`config.mk`:
```
export PLATFORM = sky130hd
export DESIGN_NAME = clock_set_controller
export DESIGN_NICKNAME = d
export VERILOG_FILES = /design/src/rtl/clock_set_controller_pkg.sv /design/src/rtl/clock_set_controller_debounce.sv /design/src/rtl/clock_set_controller.sv
export SDC_FILE = /design/constraint.sdc
export NUM_CORES = 1
export LEC_CHECK = 0
export CAP_MARGIN = 0
export CORE_ASPECT_RATIO = 1.4
export CORE_MARGIN = 3
export CORE_UTILIZATION = 30
export CTS_CLUSTER_DIAMETER = 200
export DETAILED_ROUTE_END_ITERATION = 10
export SETUP_SLACK_MARGIN = 0.3
export SYNTH_ARGS = -nofsm -noshare
export SYNTH_HDL_FRONTEND = slang
export SYNTH_SLANG_ARGS = --single-unit
```
`constraint.sdc`:
```
create_clock -name i_clk -period 5.6 [get_ports i_clk]
set_input_delay 1.68 -clock i_clk [delete_from_list [all_inputs] [get_ports i_clk]]
set_output_delay 1.68 -clock i_clk [all_outputs]
set_load 0.005 [all_outputs]
```
`src/rtl/clock_set_controller_pkg.sv`:
```
// Shared types for the clock-set controller: FSM state encoding and button-code helpers.
package clock_set_controller_pkg;

  typedef enum logic [2:0] {
    ST_IDLE    = 3'd0,
    ST_HOLD    = 3'd1,
    ST_REPEAT  = 3'd2,
    ST_BOTH    = 3'd3,
    ST_LOCKOUT = 3'd4
  } state_t;

  localparam logic [1:0] BTN_NONE = 2'b00;
  localparam logic [1:0] BTN_BOTH = 2'b11;

  function automatic logic is_single(input logic [1:0] btn);
    return btn[1] ^ btn[0];
  endfunction

  function automatic int unsigned max_u(input int unsigned a, input int unsigned b);
    return (a > b) ? a : b;
  endfunction

endpackage

```
`src/rtl/clock_set_controller_debounce.sv`:
```
// One push-button: 2-FF synchroniser followed by a tick-paced debouncer.
module button_debounce #(
  parameter int unsigned DEBOUNCE_TICKS = 4
) (
  input  logic i_clk,
  input  logic i_reset,
  input  logic i_tick_stb,
  input  logic i_btn,
  output logic o_level,
  output logic o_flip
);

  localparam int unsigned CW = (DEBOUNCE_TICKS > 1) ? $clog2(DEBOUNCE_TICKS + 1) : 1;

  logic          r_sync1;
  logic          r_sync2;
  logic          r_level;
  logic [CW-1:0] r_cnt;
  logic          w_mismatch;
  logic          w_flip;

  assign w_mismatch = (r_sync2 != r_level);
  // High in the cycle whose tick completes the count, i.e. the level flips at this edge.
  assign w_flip     = i_tick_stb && w_mismatch && (r_cnt == CW'(DEBOUNCE_TICKS - 1));

  always_ff @(posedge i_clk) begin
    if (i_reset) begin
      r_sync1 <= 1'b0;
      r_sync2 <= 1'b0;
      r_level <= 1'b0;
      r_cnt   <= '0;
    end else begin
      r_sync1 <= i_btn;
      r_sync2 <= r_sync1;
      if (!w_mismatch) begin
        r_cnt <= '0;
      end else if (w_flip) begin
        r_level <= ~r_level;
        r_cnt   <= '0;
      end else if (i_tick_stb) begin
        r_cnt <= r_cnt + CW'(1);
      end
    end
  end

  assign o_level = r_level;
  assign o_flip  = w_flip;

endmodule

```
`src/rtl/clock_set_controller.sv`:
```
// Time-setting sequencer: debounced hours/minutes levels plus a set strobe with hold/auto-repeat.
module clock_set_controller
  import clock_set_controller_pkg::*;
#(
  parameter int unsigned DEBOUNCE_TICKS = 4,
  parameter int unsigned HOLD_TICKS     = 50,
  parameter int unsigned REPEAT_TICKS   = 10
) (
  input  logic i_clk,
  input  logic i_reset,
  input  logic i_tick_stb,
  input  logic i_btn_hours,
  input  logic i_btn_minutes,
  output logic o_set_hours,
  output logic o_set_minutes,
  output logic o_set_stb,
  output logic o_busy
);

  localparam int unsigned MAX_T = max_u(HOLD_TICKS, REPEAT_TICKS);
  localparam int unsigned CNT_W = (MAX_T > 1) ? $clog2(MAX_T) : 1;
  localparam logic [CNT_W-1:0] HOLD_LOAD = CNT_W'(HOLD_TICKS - 1);
  localparam logic [CNT_W-1:0] REP_LOAD  = CNT_W'(REPEAT_TICKS - 1);

  logic             w_deb_h, w_deb_m, w_flip_h, w_flip_m;
  logic [1:0]       w_btn;
  logic             w_changed, w_tick;
  state_t           r_state, w_next_state;
  logic [CNT_W-1:0] r_cnt, w_next_cnt;
  logic             w_pulse;
  logic [1:0]       r_btn_last;
  logic             r_set_hours, r_set_minutes, r_set_stb, r_busy;

  button_debounce #(.DEBOUNCE_TICKS(DEBOUNCE_TICKS)) u_deb_hours (
    .i_clk(i_clk), .i_reset(i_reset), .i_tick_stb(i_tick_stb),
    .i_btn(i_btn_hours), .o_level(w_deb_h), .o_flip(w_flip_h)
  );

  button_debounce #(.DEBOUNCE_TICKS(DEBOUNCE_TICKS)) u_deb_minutes (
    .i_clk(i_clk), .i_reset(i_reset), .i_tick_stb(i_tick_stb),
    .i_btn(i_btn_minutes), .o_level(w_deb_m), .o_flip(w_flip_m)
  );

  assign w_btn     = {w_deb_h, w_deb_m};
  assign w_changed = (w_btn != r_btn_last);
  // A tick that flips a debounced level belongs to the button change seen next cycle;
  // dropping it keeps a repeat strobe from abutting the new-press strobe.
  assign w_tick    = i_tick_stb && !(w_flip_h || w_flip_m);

  always_comb begin
    w_next_state = r_state;
    w_next_cnt   = r_cnt;
    w_pulse      = 1'b0;
    case (r_state)
      ST_IDLE: begin
        if (is_single(w_btn)) begin
          w_next_state = ST_HOLD;
          w_next_cnt   = HOLD_LOAD;
          w_pulse      = 1'b1;
        end else if (w_btn == BTN_BOTH) begin
          w_next_state = ST_BOTH;
        end
      end
      ST_HOLD, ST_REPEAT: begin
        if (w_changed) begin
          if (w_btn == BTN_NONE) begin
            w_next_state = ST_IDLE;
          end else if (w_btn == BTN_BOTH) begin
            w_next_state = ST_BOTH;
          end else begin
            w_next_state = ST_HOLD;
            w_next_cnt   = HOLD_LOAD;
            w_pulse      = 1'b1;
          end
        end else if (w_tick) begin
          if (r_cnt == '0) begin
            w_next_state = ST_REPEAT;
            w_next_cnt   = REP_LOAD;
            w_pulse      = 1'b1;
          end else begin
            w_next_cnt = r_cnt - CNT_W'(1);
          end
        end
      end
      ST_BOTH: begin
        if (w_btn == BTN_NONE)      w_next_state = ST_IDLE;
        else if (is_single(w_btn))  w_next_state = ST_LOCKOUT;
      end
      ST_LOCKOUT: begin
        if (w_btn == BTN_NONE)      w_next_state = ST_IDLE;
        else if (w_btn == BTN_BOTH) w_next_state = ST_BOTH;
      end
      default: w_next_state = ST_IDLE;
    endcase
  end

  always_ff @(posedge i_clk) begin
    if (i_reset) begin
      r_state       <= ST_IDLE;
      r_cnt         <= '0;
      r_btn_last    <= '0;
      r_set_hours   <= 1'b0;
      r_set_minutes <= 1'b0;
      r_set_stb     <= 1'b0;
      r_busy        <= 1'b0;
    end else begin
      r_state       <= w_next_state;
      r_cnt         <= w_next_cnt;
      r_btn_last    <= w_btn;
      r_set_hours   <= w_btn[1];
      r_set_minutes <= w_btn[0];
      r_set_stb     <= w_pulse;
      r_busy        <= (w_next_state != ST_IDLE);
    end
  end

  assign o_set_hours   = r_set_hours;
  assign o_set_minutes = r_set_minutes;
  assign o_set_stb     = r_set_stb;
  assign o_busy        = r_busy;

endmodule

```
==> results.ini <==
[grt]
grt-ovfl-total=0
grt_pass1_vias=1009
met3_usage_pct=1.72
grt_pass1_wl_microns=4550
antenna_found_initial=0
use_met2_pct=18.3
grt_usage_pct=10.7
grt_max_degree=17
busiest_layer=met2
use_met1_pct=12.5

[outcome]
outcome=complete, no violations

[floorplan]
dieArea_sq_um=5350
start_util_pct=31.6
die_w_microns=62.7
pin_count=9
rows=28
die-height_microns=85.3
core_area_sq_um=4270

[route]
vias=1057
via_per_inst=4.80
wire_per_inst_microns=11.5
drtPass1Iterations=4
routed_wl_microns=2540
ant_nets=0
drt_iter0_markers=25
post-route-drc-count=0

[worst_setup_path]
critical_path_class=in -> reg
crit_path_end_kind=flip-flop
cp_max_fo=14
cp-endpoint=r_cnt[4]
crit_path_start_kind=input port
cp_data_required_time_ps=5740
reg2reg_slack_ps=3400
worst_r2r_startpoint=u_deb_hours.o_level
crit_path_start=i_tick_stb
critPathArrivalTime_ps=3660
reg2reg_depth=7
timing.rr.end=o_busy

[cts]
postCtsSetupBuffers=0
clockBufferDepth=2
cts_root_buf=clkbuf_8
clkLatencyLatePin_ps=270
htreeDepth=1
hold_buffers=0
cts.sinks=25
clk_pin_slew_ps=80
cts_made_buffers=3
cts_resized=0
cts_tree=built

[timing]
fin_skew_ps=4.21
rsz0062_at_grt=false
setup_viol=0
relSlewSlack_pct=53.5
min_period_ps=3530
clock.fmax_mhz=284
final.setup.worst_slack_ps=2070
maxSlewViolCount=0
finalCritPeriodShare_pct=63.0
setup-tns-final_ps=0
worst_pin_slew_ps=690
hold_viol=0

[synth]
synth_edf_count=0
postSynthAreaPerCell_sq_um=8.93
ys_ff_latch=25
syn_area_sq_um=1350
ys_seq_area_share_pct=37.1
synth_ff_type=dfxtp_1
synth_nets=165
syn_inst=151
synth_async_sr_flop_share_pct=0
yosysUniqueCellTypes=41
yosysWarningCount=0

[cells_and_area]
num_antenna_cells=0
areaGrowthSynthToFinish_pct=13.3
post-route-cell-area_sq_um=1530
fin_nets=175
drive_above_1_share_pct=8.13
utilization_pct=35.7

[power]
vdd_drop_max_v=0.000122
leakagePower_nw=0.557
power_frac_clock_pct=34.8
seq_power_share_pct=60.3
power.internal_uw=237
p_sw_uw=62.3
swShare_pct=20.8
power.density_nw_per_um2=196
power.total_uw=299
p_comb_share_pct=4.9

[placed_design]
placed_cell_area_sq_um=1480
dp_hpwl_microns=1890
dp_worst_setup_slack_ps=1780
gp_congestion=0.826
placement.io_buffers=8

[hold_path]
hold_path_class=reg -> reg

[flow_run]
cap_violations=0

-- cell type report --
type / count / area [sq um]
inverters: 11 / 41.3
repair buffers: 8 / 80.1
flip-flops and latches: 25 / 500
well taps: 60 / 75.1
clock buffers: 4 / 45.0
fillers: 461 / 2750
multi-input cells: 112 / 786
-- critical path: stages --
cell and delay [ps]:
clkdlybuf4s50_1 790, o21ai_0 330, o311a_1 410, o41ai_1 340, a21oi_1 100
-- power by group through the flow --
| stage | clock network, mW | logic (mW) | registers (mW) |
|---|---|---|---|
| 2_1_floorplan | 0 | 0.00939 | 0.184 |
| 3_3_place_gp | 0 | 0.0146 | 0.184 |
| 3_5_place_dp | 0 | 0.0147 | 0.184 |
| 4_1_cts | 0.111 | 0.0148 | 0.180 |
| 5_1_grt | 0.118 | 0.0163 | 0.180 |
| 6_report | 0.104 | 0.0146 | 0.180 |
-- worst min path at each step --
| stage | cells past startpoint | end | startpoint |
|---|---|---|---|
| floorplan | 1 | u_deb_hours.r_sync2 | u_deb_hours.r_sync1 |
| global placement | 1 | u_deb_minutes.r_sync2 | u_deb_minutes.r_sync1 |
| detailed placement | 1 | u_deb_minutes.r_sync2 | u_deb_minutes.r_sync1 |
| CTS | 1 | u_deb_hours.r_sync2 | u_deb_hours.r_sync1 |
| global route | 1 | u_deb_hours.r_sync2 | u_deb_hours.r_sync1 |
| finish | 1 | u_deb_hours.r_sync2 | u_deb_hours.r_sync1 |
-- logic make-up after synthesis --
group                    share of synthesized area [%]
AO/OA/AOI/OAI                                     17.6
XOR/XNOR                                          5.66
flip-flops                                        37.1
adder cells (fa/ha/maj)                           8.35
buffers and inverters                             4.64
AND/OR/NAND/NOR                                   22.1
multiplexers                                      4.55
-- layer usage --
layer / wire, microns / vias up / share of wire (%)
li1: - / 557 / -
met1: 1140 / 482 / 45
met2: 1290 / 15 / 51
met3: 68 / 3 / 2.7
met4: 38 / 0 / 1.5
met5: 0 / - / 0
-- sequential cells by signal, indices dropped and copies added, names as in the netlist --
name / flops
u_deb_minutes.r_sync1: 1
u_deb_hours.r_cnt: 3
u_deb_hours.r_sync2: 1
u_deb_hours.o_level: 1
u_deb_minutes.o_level: 1
r_btn_last: 2
r_cnt: 6
r_state: 3
u_deb_minutes.r_cnt: 3
u_deb_minutes.r_sync2: 1
o_busy: 1
o_set_stb: 1
u_deb_hours.r_sync1: 1
-- per-stage QoR --
step | hold slack, ps | std cells
6_report | 448 | 220
3_5_place_dp | 433 | 216
2_1_floorplan | 414 | 151
5_1_grt | 470 | 220
3_3_place_gp | 416 | 216
4_1_cts | 454 | 220
-- cell usage in the layout (no fill, tap or decap), types with 2 or more instances in the layout --
master and n:
nand2b_1 2, o21a_1 3, mux2i_1 5, dfxtp_1 25, a211oi_1 3, a31oi_1 2, inv_1 11, o21ai_0 6
xor2_2 2, nor2_1 14, nor2b_1 4, a311oi_1 2, nand2_1 10, ha_1 9, or3_1 2, a21oi_1 9
xnor2_1 4, clkdlybuf4s50_1 8, nor3_1 7, o22ai_1 3, nor4_1 3, nand3_1 5, clkbuf_8 3
-- cells in the mapped netlist (2+ instances only) --
library cell  number  area [sq um]
xor2_2             2          32.5
ha_1               9           113
nand3_1            5          25.0
dfxtp_1           25           500
a21oi_1            9          45.0
a211oi_1           3          22.5
o21ai_0            6          30.0
or3_1              2          12.5
nor2b_1            4          25.0
xnor2_1            4          35.0
a31oi_1            2          12.5
nand2_1           10          37.5
mux2i_1            5          50.1
nor4_1             3          18.8
nor3_1             7          35.0
o22ai_1            3          18.8
nand2b_1           2          12.5
o21a_1             3          22.5
nor2_1            14          52.6
inv_1             11          41.3
a311oi_1           2          17.5
Note: power is estimated with default switching activity, not from simulation.
